===== src/rtl/pipe_ctrl_if.sv =====
// Pipeline-control bundle between the core stages and pipe_ctrl; slave = controller, master = core side.
// Statistics outputs exist only when PIPE_CTRL_STAT_EN is defined.
interface pipe_ctrl_if;
  logic        jump_en_i;
  logic [31:0] jump_addr_i;
  logic        hold_flag_i;
  logic        bus_req_i;
  logic        halt_req_i;
  logic        jump_en_o;
  logic [31:0] jump_addr_o;
  logic [2:0]  stall_o;
  logic        flush_o;
  logic        bubble_o;
  logic        bus_gnt_o;
  logic        halted_o;
`ifdef PIPE_CTRL_STAT_EN
  logic [31:0] stall_cnt_o;
  logic [31:0] flush_cnt_o;
  logic [15:0] gnt_cnt_o;
`endif

  modport slave (
    input  jump_en_i, jump_addr_i, hold_flag_i, bus_req_i, halt_req_i,
    output jump_en_o, jump_addr_o, stall_o, flush_o, bubble_o, bus_gnt_o, halted_o
`ifdef PIPE_CTRL_STAT_EN
    , output stall_cnt_o, flush_cnt_o, gnt_cnt_o
`endif
  );

  modport master (
    output jump_en_i, jump_addr_i, hold_flag_i, bus_req_i, halt_req_i,
    input  jump_en_o, jump_addr_o, stall_o, flush_o, bubble_o, bus_gnt_o, halted_o
`ifdef PIPE_CTRL_STAT_EN
    , input stall_cnt_o, flush_cnt_o, gnt_cnt_o
`endif
  );
endinterface


===== src/rtl/pipe_ctrl.sv =====
// Pipeline controller: fixed-priority jump > hold > bus grant > halt, producing stall/flush/bubble controls.
// Redirect and hold stalls are combinational in the request cycle; grant/halt take effect the next cycle. Optional stats: PIPE_CTRL_STAT_EN.
module pipe_ctrl #(
  parameter int FLUSH_CYCLES   = 1,
  parameter int BUS_MAX_CYCLES = 16
) (
  input  logic         clk,
  input  logic         rst,
  pipe_ctrl_if.slave   ctl
);

  typedef enum logic [2:0] {RUN, FLUSH, EX_HOLD, BUS_GNT, HALT} state_t;

  localparam logic [2:0] FLUSH_LOAD = 3'(FLUSH_CYCLES - 1);
  localparam logic [7:0] GNT_LAST   = 8'(BUS_MAX_CYCLES - 1);

  state_t      state, state_nxt;
  logic [2:0]  flush_cnt, flush_cnt_nxt;
  logic [7:0]  gnt_cnt, gnt_cnt_nxt;
  logic        cooldown, cooldown_nxt;
  logic        ret_halt, ret_halt_nxt;
  logic        forced_rel;

  logic        jump_en;
  logic [31:0] jump_addr;
  logic [2:0]  stall;
  logic        flush, bubble, bus_gnt, halted;

  always_ff @(posedge clk) begin
    if (!rst) begin
      state     <= RUN;
      flush_cnt <= '0;
      gnt_cnt   <= '0;
      cooldown  <= 1'b0;
      ret_halt  <= 1'b0;
    end else begin
      state     <= state_nxt;
      flush_cnt <= flush_cnt_nxt;
      gnt_cnt   <= gnt_cnt_nxt;
      cooldown  <= cooldown_nxt;
      ret_halt  <= ret_halt_nxt;
    end
  end

  always_comb begin
    state_nxt     = state;
    flush_cnt_nxt = flush_cnt;
    gnt_cnt_nxt   = gnt_cnt;
    cooldown_nxt  = 1'b0;
    ret_halt_nxt  = ret_halt;
    forced_rel    = 1'b0;
    jump_en       = 1'b0;
    jump_addr     = '0;
    stall         = 3'b000;
    flush         = 1'b0;
    bubble        = 1'b0;
    bus_gnt       = 1'b0;
    halted        = 1'b0;
    case (state)
      RUN: begin
        if (ctl.jump_en_i) begin
          jump_en   = 1'b1;
          jump_addr = ctl.jump_addr_i;
          flush     = 1'b1;
          if (FLUSH_CYCLES > 1) begin
            state_nxt     = FLUSH;
            flush_cnt_nxt = FLUSH_LOAD;
          end
        end else if (ctl.hold_flag_i) begin
          stall     = 3'b111;
          state_nxt = EX_HOLD;
        end else if (ctl.bus_req_i && !cooldown) begin
          state_nxt    = BUS_GNT;
          gnt_cnt_nxt  = '0;
          ret_halt_nxt = 1'b0;
        end else if (ctl.halt_req_i) begin
          state_nxt = HALT;
        end
      end
      FLUSH: begin
        flush = 1'b1;
        if (flush_cnt <= 3'd1) begin
          state_nxt     = RUN;
          flush_cnt_nxt = '0;
        end else begin
          flush_cnt_nxt = flush_cnt - 3'd1;
        end
      end
      EX_HOLD: begin
        // Hold release is seen combinationally so ex advances the same cycle.
        if (ctl.hold_flag_i) stall = 3'b111;
        else                 state_nxt = RUN;
      end
      BUS_GNT: begin
        bus_gnt = 1'b1;
        stall   = 3'b011;
        bubble  = 1'b1;
        if (!ctl.bus_req_i || gnt_cnt == GNT_LAST) begin
          forced_rel  = ctl.bus_req_i;
          gnt_cnt_nxt = '0;
          if (ret_halt && ctl.halt_req_i) begin
            state_nxt = HALT;
          end else begin
            state_nxt    = RUN;
            cooldown_nxt = 1'b1;
          end
        end else begin
          gnt_cnt_nxt = gnt_cnt + 8'd1;
        end
      end
      HALT: begin
        halted = 1'b1;
        stall  = 3'b011;
        bubble = 1'b1;
        if (ctl.bus_req_i) begin
          state_nxt    = BUS_GNT;
          gnt_cnt_nxt  = '0;
          ret_halt_nxt = 1'b1;
        end else if (!ctl.halt_req_i) begin
          state_nxt = RUN;
        end
      end
      default: state_nxt = RUN;
    endcase
  end

  // Everything is forced quiet while reset is asserted, including the first cycle.
  assign ctl.jump_en_o   = rst & jump_en;
  assign ctl.jump_addr_o = {32{rst}} & jump_addr;
  assign ctl.stall_o     = {3{rst}} & stall;
  assign ctl.flush_o     = rst & flush;
  assign ctl.bubble_o    = rst & bubble;
  assign ctl.bus_gnt_o   = rst & bus_gnt;
  assign ctl.halted_o    = rst & halted;

`ifdef PIPE_CTRL_STAT_EN
  logic [31:0] stall_cnt, flush_cnt_stat;
  logic [15:0] gnt_cnt_stat;

  always_ff @(posedge clk) begin
    if (!rst) begin
      stall_cnt      <= '0;
      flush_cnt_stat <= '0;
      gnt_cnt_stat   <= '0;
    end else begin
      if (|stall && stall_cnt != '1)          stall_cnt      <= stall_cnt + 32'd1;
      if (jump_en && flush_cnt_stat != '1)    flush_cnt_stat <= flush_cnt_stat + 32'd1;
      if (forced_rel && gnt_cnt_stat != '1)   gnt_cnt_stat   <= gnt_cnt_stat + 16'd1;
    end
  end

  assign ctl.stall_cnt_o = stall_cnt;
  assign ctl.flush_cnt_o = flush_cnt_stat;
  assign ctl.gnt_cnt_o   = gnt_cnt_stat;
`endif

endmodule


===== src/flat_wrapper.sv =====
// flat-port wrapper written by rule: the top's interface ports become plain ports
module pipe_ctrl_flat 
#(
  parameter int FLUSH_CYCLES   = 1,
  parameter int BUS_MAX_CYCLES = 16
)
  (clk, rst, ctl_jump_en_i, ctl_jump_addr_i, ctl_hold_flag_i, ctl_bus_req_i, ctl_halt_req_i, ctl_jump_en_o, ctl_jump_addr_o, ctl_stall_o, ctl_flush_o, ctl_bubble_o, ctl_bus_gnt_o, ctl_halted_o);
  pipe_ctrl_if ctl_i ();
  input  logic clk;
  input  logic rst;
  input wire logic [$bits(ctl_i.jump_en_i)-1:0] ctl_jump_en_i;
  input wire logic [$bits(ctl_i.jump_addr_i)-1:0] ctl_jump_addr_i;
  input wire logic [$bits(ctl_i.hold_flag_i)-1:0] ctl_hold_flag_i;
  input wire logic [$bits(ctl_i.bus_req_i)-1:0] ctl_bus_req_i;
  input wire logic [$bits(ctl_i.halt_req_i)-1:0] ctl_halt_req_i;
  output wire logic [$bits(ctl_i.jump_en_o)-1:0] ctl_jump_en_o;
  output wire logic [$bits(ctl_i.jump_addr_o)-1:0] ctl_jump_addr_o;
  output wire logic [$bits(ctl_i.stall_o)-1:0] ctl_stall_o;
  output wire logic [$bits(ctl_i.flush_o)-1:0] ctl_flush_o;
  output wire logic [$bits(ctl_i.bubble_o)-1:0] ctl_bubble_o;
  output wire logic [$bits(ctl_i.bus_gnt_o)-1:0] ctl_bus_gnt_o;
  output wire logic [$bits(ctl_i.halted_o)-1:0] ctl_halted_o;
  assign ctl_i.jump_en_i = ctl_jump_en_i;
  assign ctl_i.jump_addr_i = ctl_jump_addr_i;
  assign ctl_i.hold_flag_i = ctl_hold_flag_i;
  assign ctl_i.bus_req_i = ctl_bus_req_i;
  assign ctl_i.halt_req_i = ctl_halt_req_i;
  assign ctl_jump_en_o = ctl_i.jump_en_o;
  assign ctl_jump_addr_o = ctl_i.jump_addr_o;
  assign ctl_stall_o = ctl_i.stall_o;
  assign ctl_flush_o = ctl_i.flush_o;
  assign ctl_bubble_o = ctl_i.bubble_o;
  assign ctl_bus_gnt_o = ctl_i.bus_gnt_o;
  assign ctl_halted_o = ctl_i.halted_o;
  pipe_ctrl #(.FLUSH_CYCLES(FLUSH_CYCLES), .BUS_MAX_CYCLES(BUS_MAX_CYCLES)) u_core (.clk(clk), .rst(rst), .ctl(ctl_i));
endmodule

===== config.mk =====
export PLATFORM = sky130hd
export DESIGN_NAME = pipe_ctrl_flat
export DESIGN_NICKNAME = d
export VERILOG_FILES = /design/src/rtl/pipe_ctrl_if.sv /design/src/rtl/pipe_ctrl.sv /design/src/flat_wrapper.sv
export SDC_FILE = /design/constraint.sdc
export NUM_CORES = 1
export LEC_CHECK = 0
export ABC_AREA = 1
export BUFFER_PORTS_ARGS = -buffer_cell sky130_fd_sc_hd__buf_2
export CORE_AREA = 10 10 77 66
export DETAILED_ROUTE_END_ITERATION = 8
export DIE_AREA = 0 0 87 76
export PLACE_DENSITY = 0.74
export SYNTH_ARGS = -nofsm -noshare
export SYNTH_HDL_FRONTEND = slang
export SYNTH_SLANG_ARGS = --single-unit

===== constraint.sdc =====
create_clock -name clk -period 1.42 [get_ports clk]
set_input_delay 0.142 -clock clk [delete_from_list [all_inputs] [get_ports clk]]
set_output_delay 0.142 -clock clk [all_outputs]
set_load 0.03 [all_outputs]

==> impl_metrics.csv, run 1 <==
group,metric,value,unit
run_status,status,"finished with violations",
run_status,violations,"negative setup slack",
timing,fin_crit,1.73,ns
synth,ys_ff_latch,16,
worst_setup_path,start_kind,"flip-flop",
detailed_routing,avgRoutedWirePerCell,16.6,um
timing,setup_ws,-0.308,ns
grt,grt_use_met2,0.255,
placement,place_area,2070,um2
timing,fmax,579,MHz
final_layout,nets,371,
run,maxCapViolCount,0,
synth,synth_seq_area_share,0.233,
timing,fin_setup_tns,-8.31,ns
detailed_routing,drcViolationCount,0,
worst_setup_path,crit_slowest_cell,"dfxtp_2",
clock_network,clock_latency,0.25,ns
timing,max_slew_margin,0.822,
timing,whs,0.149,ns
detailed_routing,first_pass_iters,4,
timing,worstMarginPinSlew,0.265,ns
grt,antenna_found_initial,1,
synth,synth_nets,270,
worst_setup_path,crit_path_max_fanout,5,
synth,synthTopCellsByArea,"dfxtp_1 (23%), inv_1 (14%), nor2_1 (14%), nand2_1 (8.5%), a21oi_1 (6.6%)",
grt,busiest_layer,"met2",
pwr,p_leak,1.31,nW
final_layout,area_growth,86.9,%
timing,slew_violations,0,
hold_path,hp-class,"in2reg",
placement,gp_congestion,0.843,
synth,synth-edff-count,0,
floorplan,die_w,87,um
floorplan,core,3630,um2
synth,synthTopCellsByCount,"inv_1 (50), nor2_1 (50), nand2_1 (31)",
final_layout,final_cells,374,
worst_setup_path,worstPathArrival,1.59,ns
grt,track_usage,0.145,
worst_setup_path,critPathCaptureType,"output pin",
synth,async_flop_share,0,
synth,yosysWarnings,0,
detailed_routing,wl,6220,um
grt,grtUsageMet3,0.0534,
timing,finalSetupViolCount,39,
synth,synth_top_area_frac,0.233,
grt,first_global_vias,1617,
timing,finClkSkew,0.000784,ns
synth,avgSynthCellArea,5.99,um2
clock_network,numCtsBuffers,3,
synth,synthCells,229,
synth,yosysUniqueCellTypes,32,
grt,grt_overflow,0,
floorplan,rows,20,
floorplan,fp.dieH,76,um
placement,hpwl,3810,um
worst_setup_path,cpPeakStageDelay,0.34,ns
placement,placed_cells_incl_taps,361,
detailed_routing,via_per_inst,4.93,
pwr,ir_drop,1.13,mV
worst_setup_path,crit_path_cell_trace,"nor2_4, nand2_1, o31ai_2, inv_2, nor2_1, buf_4",
clock_network,clk_pin_slew,0.06,ns
worst_setup_path,path_class,"reg2out",
final_layout,n_fill_cell,242,
timing,hold_viol_final,0,
grt,grt_pass1_wl,7990,um
synth,synth_area,1370,um2
clock_network,cts_hold_buffers,0,
timing,finalCritPeriodShare,1.22,
clock_network,cts.sinks,16,
synth,synthFlopType,"dfxtp_1",
grt,grt_max_degree,18,
floorplan,pin_count,78,
clock_network,htree_num_levels,1,
timing,grt_setup_unrepaired,"true",
synth,yosysTopAreaCell,"dfxtp_1",
clock_network,root_buffer,"clkbuf_8",
worst_setup_path,worstPathRequired,1.28,ns
placement,dp_slack,0.00760,ns
final_layout,final_cell_area,2560,um2
clock_network,cts_tree,"yes",
placement,io_buffers,77,
pwr,powerDensity,1210,nW/um2
detailed_routing,drt-initial-drc-count,99,
grt,gr-usage-met1,0.163,
floorplan,initial_core_util,0.378,
detailed_routing,ant_nets,0,
floorplan,dieArea,6610,um2
clock_network,clockBufferDepth,2,
detailed_routing,vias,1843,
final_layout,drive_gt1_frac,0.544,
-- registers in the layout, summed over array words and instances (netlist names) --
register and count:
u_core.gnt_cnt 8, u_core.flush_cnt 3, u_core.state 3, u_core.cooldown 1, u_core.ret_halt 1
-- power by group --
part | leakage (nW) | internal (W) | switching [W]
combinational | 1.15 | 0.000884 | 0.00128
sequential | 0.132 | 0.000504 | 0.0000666
clock | 0.0228 | 0.000199 | 0.000162
-- cell usage in the layout, fill, tap and decap left out, types with 4 or more instances in the layout --
master   instances
dfxtp_2          4
buf_2           38
dfxtp_1         11
nor2_1          15
inv_2            5
inv_1           49
nand4_1          9
buf_4           23
buf_6           37
nand2_1         30
a21oi_1         17
nor2_4          19
nand3_4          4
nand3_1         10
nor2_2          22
-- cell families after synthesis --
kind of cell,Yosys count,share of synthesized area
simple gates,120,0.443
buf+inv,63,0.180
compound gates,27,0.116
flops,16,0.233
fa+ha+maj,3,0.0274
-- worst paths after layout --
kind / start / endpoint / slack, ns / depth (start not counted)
setup reg to reg: u_core.state[1]$_SDFFE_PN0P_ / u_core.state[2]$_SDFFE_PN0P_ / 0.05 / 8
hold reg to reg: u_core.gnt_cnt[7]$_SDFFE_PN0P_ / u_core.gnt_cnt[7]$_SDFFE_PN0P_ / 0.49 / 2
hold / removal: rst / u_core.state[2]$_SDFFE_PN0P_ / 0.15 / 3
setup / recovery: u_core.state[1]$_SDFFE_PN0P_ / ctl_stall_o[2] / -0.31 / 6
-- routing by layer --
metal,vias to the layer above,wire [um]
met2,80,3270
met4,0,89
met3,8,577
met5,-,0
met1,850,2280
li1,905,-
-- critical path: cells and delay by family (launching register included) --
| kind | cells | cell delay (ns) |
|---|---|---|
| AO/OA/AOI/OAI | 1 | 0.26 |
| buffers and inverters | 2 | 0.27 |
| flip-flops | 1 | 0.34 |
| AND/OR/NAND/NOR | 3 | 0.44 |
-- repair_timing --
action	4_1_cts	5_1_grt
setup buffers	1	5
pin swaps	1	8
gates cloned	0	2
resized for setup	77	29
endpoints found under the setup margin	38	51
-- layout make-up --
class | count | area [um2] | share of cell area
multi-input cells | 150 | 1040 | 0.405
inverters | 57 | 224 | 0.0873
clock buffers | 4 | 45.0 | 0.0176
well taps | 44 | 55.1 | 0.0215
diodes | 1 | 2.50 | 0.000976
flip-flops and latches | 16 | 329 | 0.128
repair buffers | 102 | 870 | 0.339
-- stage by stage --
stage / utilization / total power [W]
final: 0.707 / 0.00309
after CTS: 0.652 / 0.00283
after global placement: 0.571 / 0.00220
after global routing: 0.707 / 0.00325
after floorplan: - / 0.00175
after detailed placement: 0.571 / 0.00221
Power figures use the tool's default switching activity.
==> inputs of run 2 (changes only) <==
Settings changed: SETUP_SLACK_MARGIN from default to 0.3.
==> run 2 against run 1 <==
Effect of this change: the run still ends with negative setup slack left; via count increased by 6.7%; clock power increased by 16%; fmax decreased by 4.2%; non-clock buffer count increased by 6; sequential cell count unchanged; critical path depth increased by 1; register-to-register slack got worse by 0.18 ns; utilization increased by 7.3 points; power increased by 18%; first-iteration DRC count increased by 56%; sequential power decreased by 2%.
==> impl_metrics.csv, run 2 (same netlist as run 1, synthesis figures left out) <==
group,metric,value,unit
timing,fin_crit,1.80,ns
timing,setup_ws,-0.383,ns
final_layout,area_growth,106,%
placement,place_area,2110,um2
hold_path,hp-class,"in2reg",
final_layout,largest_reg_flops,8,
clock_network,clockBufferDepth,2,
final_layout,final_cell_area,2830,um2
floorplan,fp.dieH,76,um
pwr,p_seq_frac,0.152,
clock_network,cts_hold_buffers,0,
floorplan,pin_count,78,
grt,antenna_found_initial,0,
timing,finalCritPeriodShare,1.27,
clock_network,numCtsBuffers,3,
worst_setup_path,crit_start,"u_core.state[1]$_SDFFE_PN0P_",
final_layout,final_cell_mix,"inv_1 (48), buf_6 (43), buf_2 (38)",
timing,hold_viol_final,0,
worst_setup_path,reg2regPathDepth,8,
worst_setup_path,rrSetupSlack,-0.13,ns
final_layout,fin_util,0.780,
final_layout,antenna_cells,0,
final_layout,drive_gt1_frac,0.624,
detailed_routing,ant_nets,0,
detailed_routing,first_pass_iters,4,
timing,finClkSkew,0.00699,ns
grt,grt_overflow,0,
grt,track_usage,0.169,
floorplan,rows,20,
final_layout,nets,377,
final_layout,regArea,339,um2
worst_setup_path,timing.rr.end,"u_core.gnt_cnt[0]$_SDFFE_PN0P_",
grt,grt_max_degree,19,
clock_network,clk_pin_slew,0.06,ns
detailed_routing,wl,7360,um
pwr,p_comb_frac,0.734,
timing,slew_violations,0,
final_layout,n_fill_cell,188,
final_layout,multi_input_area,1190,um2
worst_setup_path,regToRegStartpoint,"u_core.state[1]$_SDFFE_PN0P_",
worst_setup_path,cp-endpoint,"ctl_stall_o[1]",
clock_network,root_buffer,"clkbuf_8",
detailed_routing,via_per_inst,5.19,
grt,grt_pass1_wl,9240,um
pwr,powerDensity,1290,nW/um2
floorplan,initial_core_util,0.378,
timing,finalSetupViolCount,49,
floorplan,die_w,87,um
worst_setup_path,worstPathRequired,1.28,ns
final_layout,top_register,"u_core.gnt_cnt",
pwr,fin_total_pwr,0.00366,W
pwr,pwr-share-clk,0.114,
run_status,violations,"negative setup slack",
pwr,p_leak,1.40,nW
timing,fin_setup_tns,-13.09,ns
final_layout,final_common_cell,"inv_1",
pwr,ir_drop,0.760,mV
run,maxCapViolCount,0,
timing,grt_setup_unrepaired,"true",
placement,gp_congestion,0.869,
worst_setup_path,crit_path_max_fanout,4,
grt,first_global_vias,1779,
pwr,internal_power,0.00187,W
placement,io_buffers,77,
run_status,status,"finished with violations",
clock_network,clock_latency,0.26,ns
detailed_routing,drt-initial-drc-count,154,
worst_setup_path,start_kind,"flip-flop",
pwr,switching_power,0.00179,W
worst_setup_path,worstPathArrival,1.66,ns
floorplan,dieArea,6610,um2
final_layout,reg_top3,"u_core.gnt_cnt: 8 flops, u_core.flush_cnt: 3 flops, u_core.state: 3 flops",
clock_network,cts.sinks,16,
clock_network,cts_tree,"yes",
timing,max_slew_margin,0.803,
timing,fmax,555,MHz
floorplan,core,3630,um2
worst_setup_path,critPathCaptureType,"output pin",
detailed_routing,vias,1967,
detailed_routing,drcViolationCount,0,
clock_network,htree_num_levels,1,
pwr,switching_share,0.489,
timing,worstMarginPinSlew,0.294,ns
placement,hpwl,3730,um
worst_setup_path,path_class,"reg2out",
detailed_routing,avgRoutedWirePerCell,19.4,um
-- run 2: cell count changes in the layout (fill, tap and decap cells not counted), sizes merged --
cell	previous run	this run
buf	100	107
clkbuf	6	5
clkinv	0	1
diode	1	0
inv	57	56
-- run 2: critical path, stage by stage (launching register included) --
cell      delay, ns
dfxtp_4        0.36
nor2_4         0.19
buf_4          0.14
nand2_2        0.05
o31ai_2        0.23
inv_1          0.13
o21bai_4       0.16
buf_6          0.15
-- run 2: worst min path at each step --
stage | slack, ns | depth (start not counted) | start | to
2_1_floorplan | 0.24 | 2 | rst | u_core.state[0]$_SDFFE_PN0P_
3_3_place_gp | 0.43 | 3 | rst | u_core.state[2]$_SDFFE_PN0P_
3_5_place_dp | 0.44 | 3 | rst | u_core.state[1]$_SDFFE_PN0P_
4_1_cts | 0.17 | 3 | rst | u_core.state[1]$_SDFFE_PN0P_
5_1_grt | 0.19 | 3 | rst | u_core.state[2]$_SDFFE_PN0P_
6_report | 0.18 | 3 | rst | u_core.state[1]$_SDFFE_PN0P_
-- run 2: metal layers --
| metal | vias up | global-route usage | wire length, um |
|---|---|---|---|
| met4 | 0 | 0.0405 | 217 |
| li1 | 912 | - | - |
| met5 | - | 0 | 0 |
| met1 | 911 | 0.192 | 2780 |
| met3 | 22 | 0.0310 | 638 |
| met2 | 122 | 0.307 | 3720 |
-- run 2: final cells by class --
type / count / share of cell area
clock buffers: 4 / 0.0195
inverters: 57 / 0.0813
multi-input cells: 150 / 0.421
flip-flops and latches: 16 / 0.120
well taps: 44 / 0.0195
repair buffers: 108 / 0.339
-- run 2: power groups by stage --
stage / Clock [W] / Sequential [W] / Combinational, W
CTS: 0.000419 / 0.000548 / 0.00210
finish: 0.000418 / 0.000557 / 0.00268
floorplan: 0 / 0.000574 / 0.00120
detailed placement: 0 / 0.000559 / 0.00170
global route: 0.000437 / 0.000558 / 0.00278
global placement: 0 / 0.000555 / 0.00169
-- run 2: metrics by stage --
| step | setup WS (ns) | hold WS [ns] | cells |
|---|---|---|---|
| floorplan | -0.144 | 0.240 | 229 |
| global placement | 0.0434 | 0.434 | 356 |
| detailed placement | 0.0254 | 0.435 | 356 |
| CTS | -0.183 | 0.165 | 365 |
| global route | -0.447 | 0.186 | 379 |
| finish | -0.383 | 0.179 | 379 |
-- run 2: repair_timing --
item,4_1_cts,5_1_grt
hold endpoints to repair,0,0
setup buffers,4,13
setup endpoints to repair,55,56
gates cloned,1,1
resized for setup,98,42
pin swaps,9,13
==> inputs of run 3 (changes only) <==
Settings changed: CORE_AREA 10 10 77 66 to 10 10 76 65, CTS_BUF_LIST from default to sky130_fd_sc_hd__clkbuf_4 sky130_fd_sc_hd__clkbuf_8, DIE_AREA 0 0 87 76 to 0 0 86 75, PLACE_DENSITY 0.74 to 0.77.
==> run 3 against run 2 <==
Effect of this change: the run still ends with negative setup slack left; sequential cell count unchanged; combinational power rose by 4%; critical endpoint is now ctl_jump_addr_o[0]; largest cell class unchanged; critical path depth unchanged; critical path type unchanged; non-clock buffer count decreased by 1; largest power group unchanged.
==> impl_metrics.csv, run 3 (same netlist as run 1, synthesis figures left out) <==
group,metric,value,unit
worst_setup_path,critPathBufInv,3,
final_layout,drive_gt1_frac,0.647,
worst_setup_path,cpPeakStageDelay,0.38,ns
worst_setup_path,crit_path_cell_trace,"nor2_4, nand3_2, nor2_4, inv_6, buf_12, nor2_2, buf_6",
run_status,violations,"negative setup slack",
worst_setup_path,path_class,"reg2out",
floorplan,rows,19,
pwr,fin_total_pwr,0.00375,W
grt,first_global_vias,1970,
final_layout,n_fill_cell,144,
detailed_routing,via_per_inst,5.87,
timing,grt_setup_unrepaired,"true",
pwr,p_leak,1.41,nW
pwr,switching_share,0.506,
grt,grt_pass1_wl,10700,um
floorplan,fp.dieH,75,um
grt,grt_overflow,0,
floorplan,core,3400,um2
run,maxCapViolCount,0,
pwr,powerDensity,1300,nW/um2
hold_path,worst_hold_path.endpoint,"u_core.state[0]$_SDFFE_PN0P_",
worst_setup_path,crit_path_max_fanout,8,
pwr,switching_power,0.00190,W
timing,whs,0.169,ns
pwr,p_comb_frac,0.743,
worst_setup_path,crit_slowest_cell,"dfxtp_4",
pwr,pwr-share-clk,0.105,
placement,io_buffers,77,
worst_setup_path,critPathCaptureType,"output pin",
grt,grt_max_degree,14,
placement,hpwl,3880,um
worst_setup_path,crit_top_cell,"nor2_4",
worst_setup_path,critPathTopFamily,"simple AND/OR/NAND/NOR gates",
pwr,ir_drop,1.17,mV
timing,fmax,565,MHz
detailed_routing,ant_nets,0,
placement,place_area,2080,um2
detailed_routing,drt-initial-drc-count,331,
worst_setup_path,rrSetupSlack,-0.10,ns
hold_path,holdPathStages,3,
pwr,p_seq_frac,0.152,
worst_setup_path,regToRegStartpoint,"u_core.state[1]$_SDFFE_PN0P_",
detailed_routing,avgRoutedWirePerCell,23.8,um
worst_setup_path,timing.rr.end,"u_core.gnt_cnt[0]$_SDFFE_PN0P_",
final_layout,nets,376,
final_layout,final_common_cell,"buf_6",
worst_setup_path,worstPathArrival,1.63,ns
timing,worstMarginPinSlew,0.298,ns
placement,gp_congestion,0.879,
timing,finalSetupViolCount,49,
floorplan,initial_core_util,0.404,
timing,finalCritPeriodShare,1.25,
timing,finClkSkew,0.0229,ns
hold_path,hp-class,"in2reg",
hold_path,hold_path_startpoint,"rst",
floorplan,pin_count,78,
grt,antenna_found_initial,1,
detailed_routing,wl,8980,um
pwr,internal_power,0.00186,W
worst_setup_path,start_kind,"flip-flop",
clock_network,clk_pin_slew,0.08,ns
floorplan,die_w,86,um
clock_network,cts_tree,"yes",
timing,fin_setup_tns,-11.96,ns
clock_network,cts.sinks,16,
clock_network,clockBufferDepth,2,
clock_network,clock_latency,0.27,ns
timing,max_slew_margin,0.801,
worst_setup_path,worstPathRequired,1.28,ns
final_layout,area_growth,110,%
timing,setup_ws,-0.348,ns
final_layout,regArea,338,um2
clock_network,htree_num_levels,1,
detailed_routing,first_pass_iters,8,
final_layout,multi_input_area,1230,um2
clock_network,root_buffer,"clkbuf_8",
timing,fin_crit,1.77,ns
grt,track_usage,0.208,
final_layout,final_cell_area,2880,um2
floorplan,dieArea,6450,um2
final_layout,largest_reg_flops,8,
timing,hold_viol_final,0,
worst_setup_path,reg2regPathDepth,8,
final_layout,top_register,"u_core.gnt_cnt",
final_layout,reg_top3,"u_core.gnt_cnt: 8 flops, u_core.flush_cnt: 3 flops, u_core.state: 3 flops",
timing,slew_violations,0,
detailed_routing,drcViolationCount,0,
clock_network,numCtsBuffers,3,
final_layout,final_cell_mix,"buf_6 (50), inv_1 (45), buf_2 (37)",
run_status,status,"finished with violations",
detailed_routing,vias,2212,
run 3: power groups by stage:
stage               sequential, W  combinational (W)  clock (W)
global placement         0.000553            0.00165          0
detailed placement       0.000555            0.00168          0
finish                   0.000571            0.00279   0.000394
CTS                      0.000553            0.00229   0.000378
floorplan                0.000574            0.00120          0
global route             0.000571            0.00289   0.000420
run 3: worst max path at each step:
stage	startpoint	endpoint	slack, ns	depth (start not counted)
after floorplan	u_core.state[2]$_SDFFE_PN0P_	ctl_stall_o[1]	-0.14	7
after global placement	u_core.state[0]$_SDFFE_PN0P_	ctl_jump_addr_o[17]	0.04	7
after detailed placement	u_core.state[0]$_SDFFE_PN0P_	ctl_jump_addr_o[0]	0.02	7
after CTS	u_core.state[1]$_SDFFE_PN0P_	ctl_jump_addr_o[0]	-0.18	7
after global routing	u_core.state[1]$_SDFFE_PN0P_	ctl_jump_addr_o[0]	-0.41	7
final	u_core.state[1]$_SDFFE_PN0P_	ctl_jump_addr_o[0]	-0.35	7
run 3: layout make-up:
| type | instances | share of cell area |
|---|---|---|
| Antenna cell | 1 | 0.000868 |
| Clock buffer | 4 | 0.0169 |
| Inverter | 57 | 0.0829 |
| Multi-Input combinational cell | 150 | 0.427 |
| Sequential cell | 16 | 0.117 |
| Tap cell | 42 | 0.0182 |
| Timing Repair Buffer | 107 | 0.337 |
run 3: metrics by stage:
stage | setup slack (ns) | std cells | util
4_1_cts | -0.183 | 370 | 0.782
3_3_place_gp | 0.0390 | 354 | 0.612
6_report | -0.348 | 377 | 0.848
2_1_floorplan | -0.144 | 229 | -
3_5_place_dp | 0.0184 | 354 | 0.612
5_1_grt | -0.413 | 377 | 0.848
run 3: timing repair:
action	CTS	global route
cloned	3	0
hold buffers	0	0
buffers inserted	9	6
pin swaps	10	16
resized for setup	115	49
endpoints found under the setup margin	55	56
run 3: per-layer routing:
metal | vias up | global-route usage | part of all wire
li1 | 917 | - | -
met1 | 1005 | 0.238 | 0.35
met2 | 224 | 0.358 | 0.46
met3 | 66 | 0.0647 | 0.11
met4 | 0 | 0.0785 | 0.077
met5 | - | 0 | 0
run 3: worst register-to-register path, stage by stage (launching register included):
cell and delay, ns:
dfxtp_4 0.40, buf_6 0.14, inv_8 0.05, nor2_8 0.14, buf_6 0.11, buf_6 0.11
buf_6 0.12, nand3b_1 0.16, a21oi_2 0.22
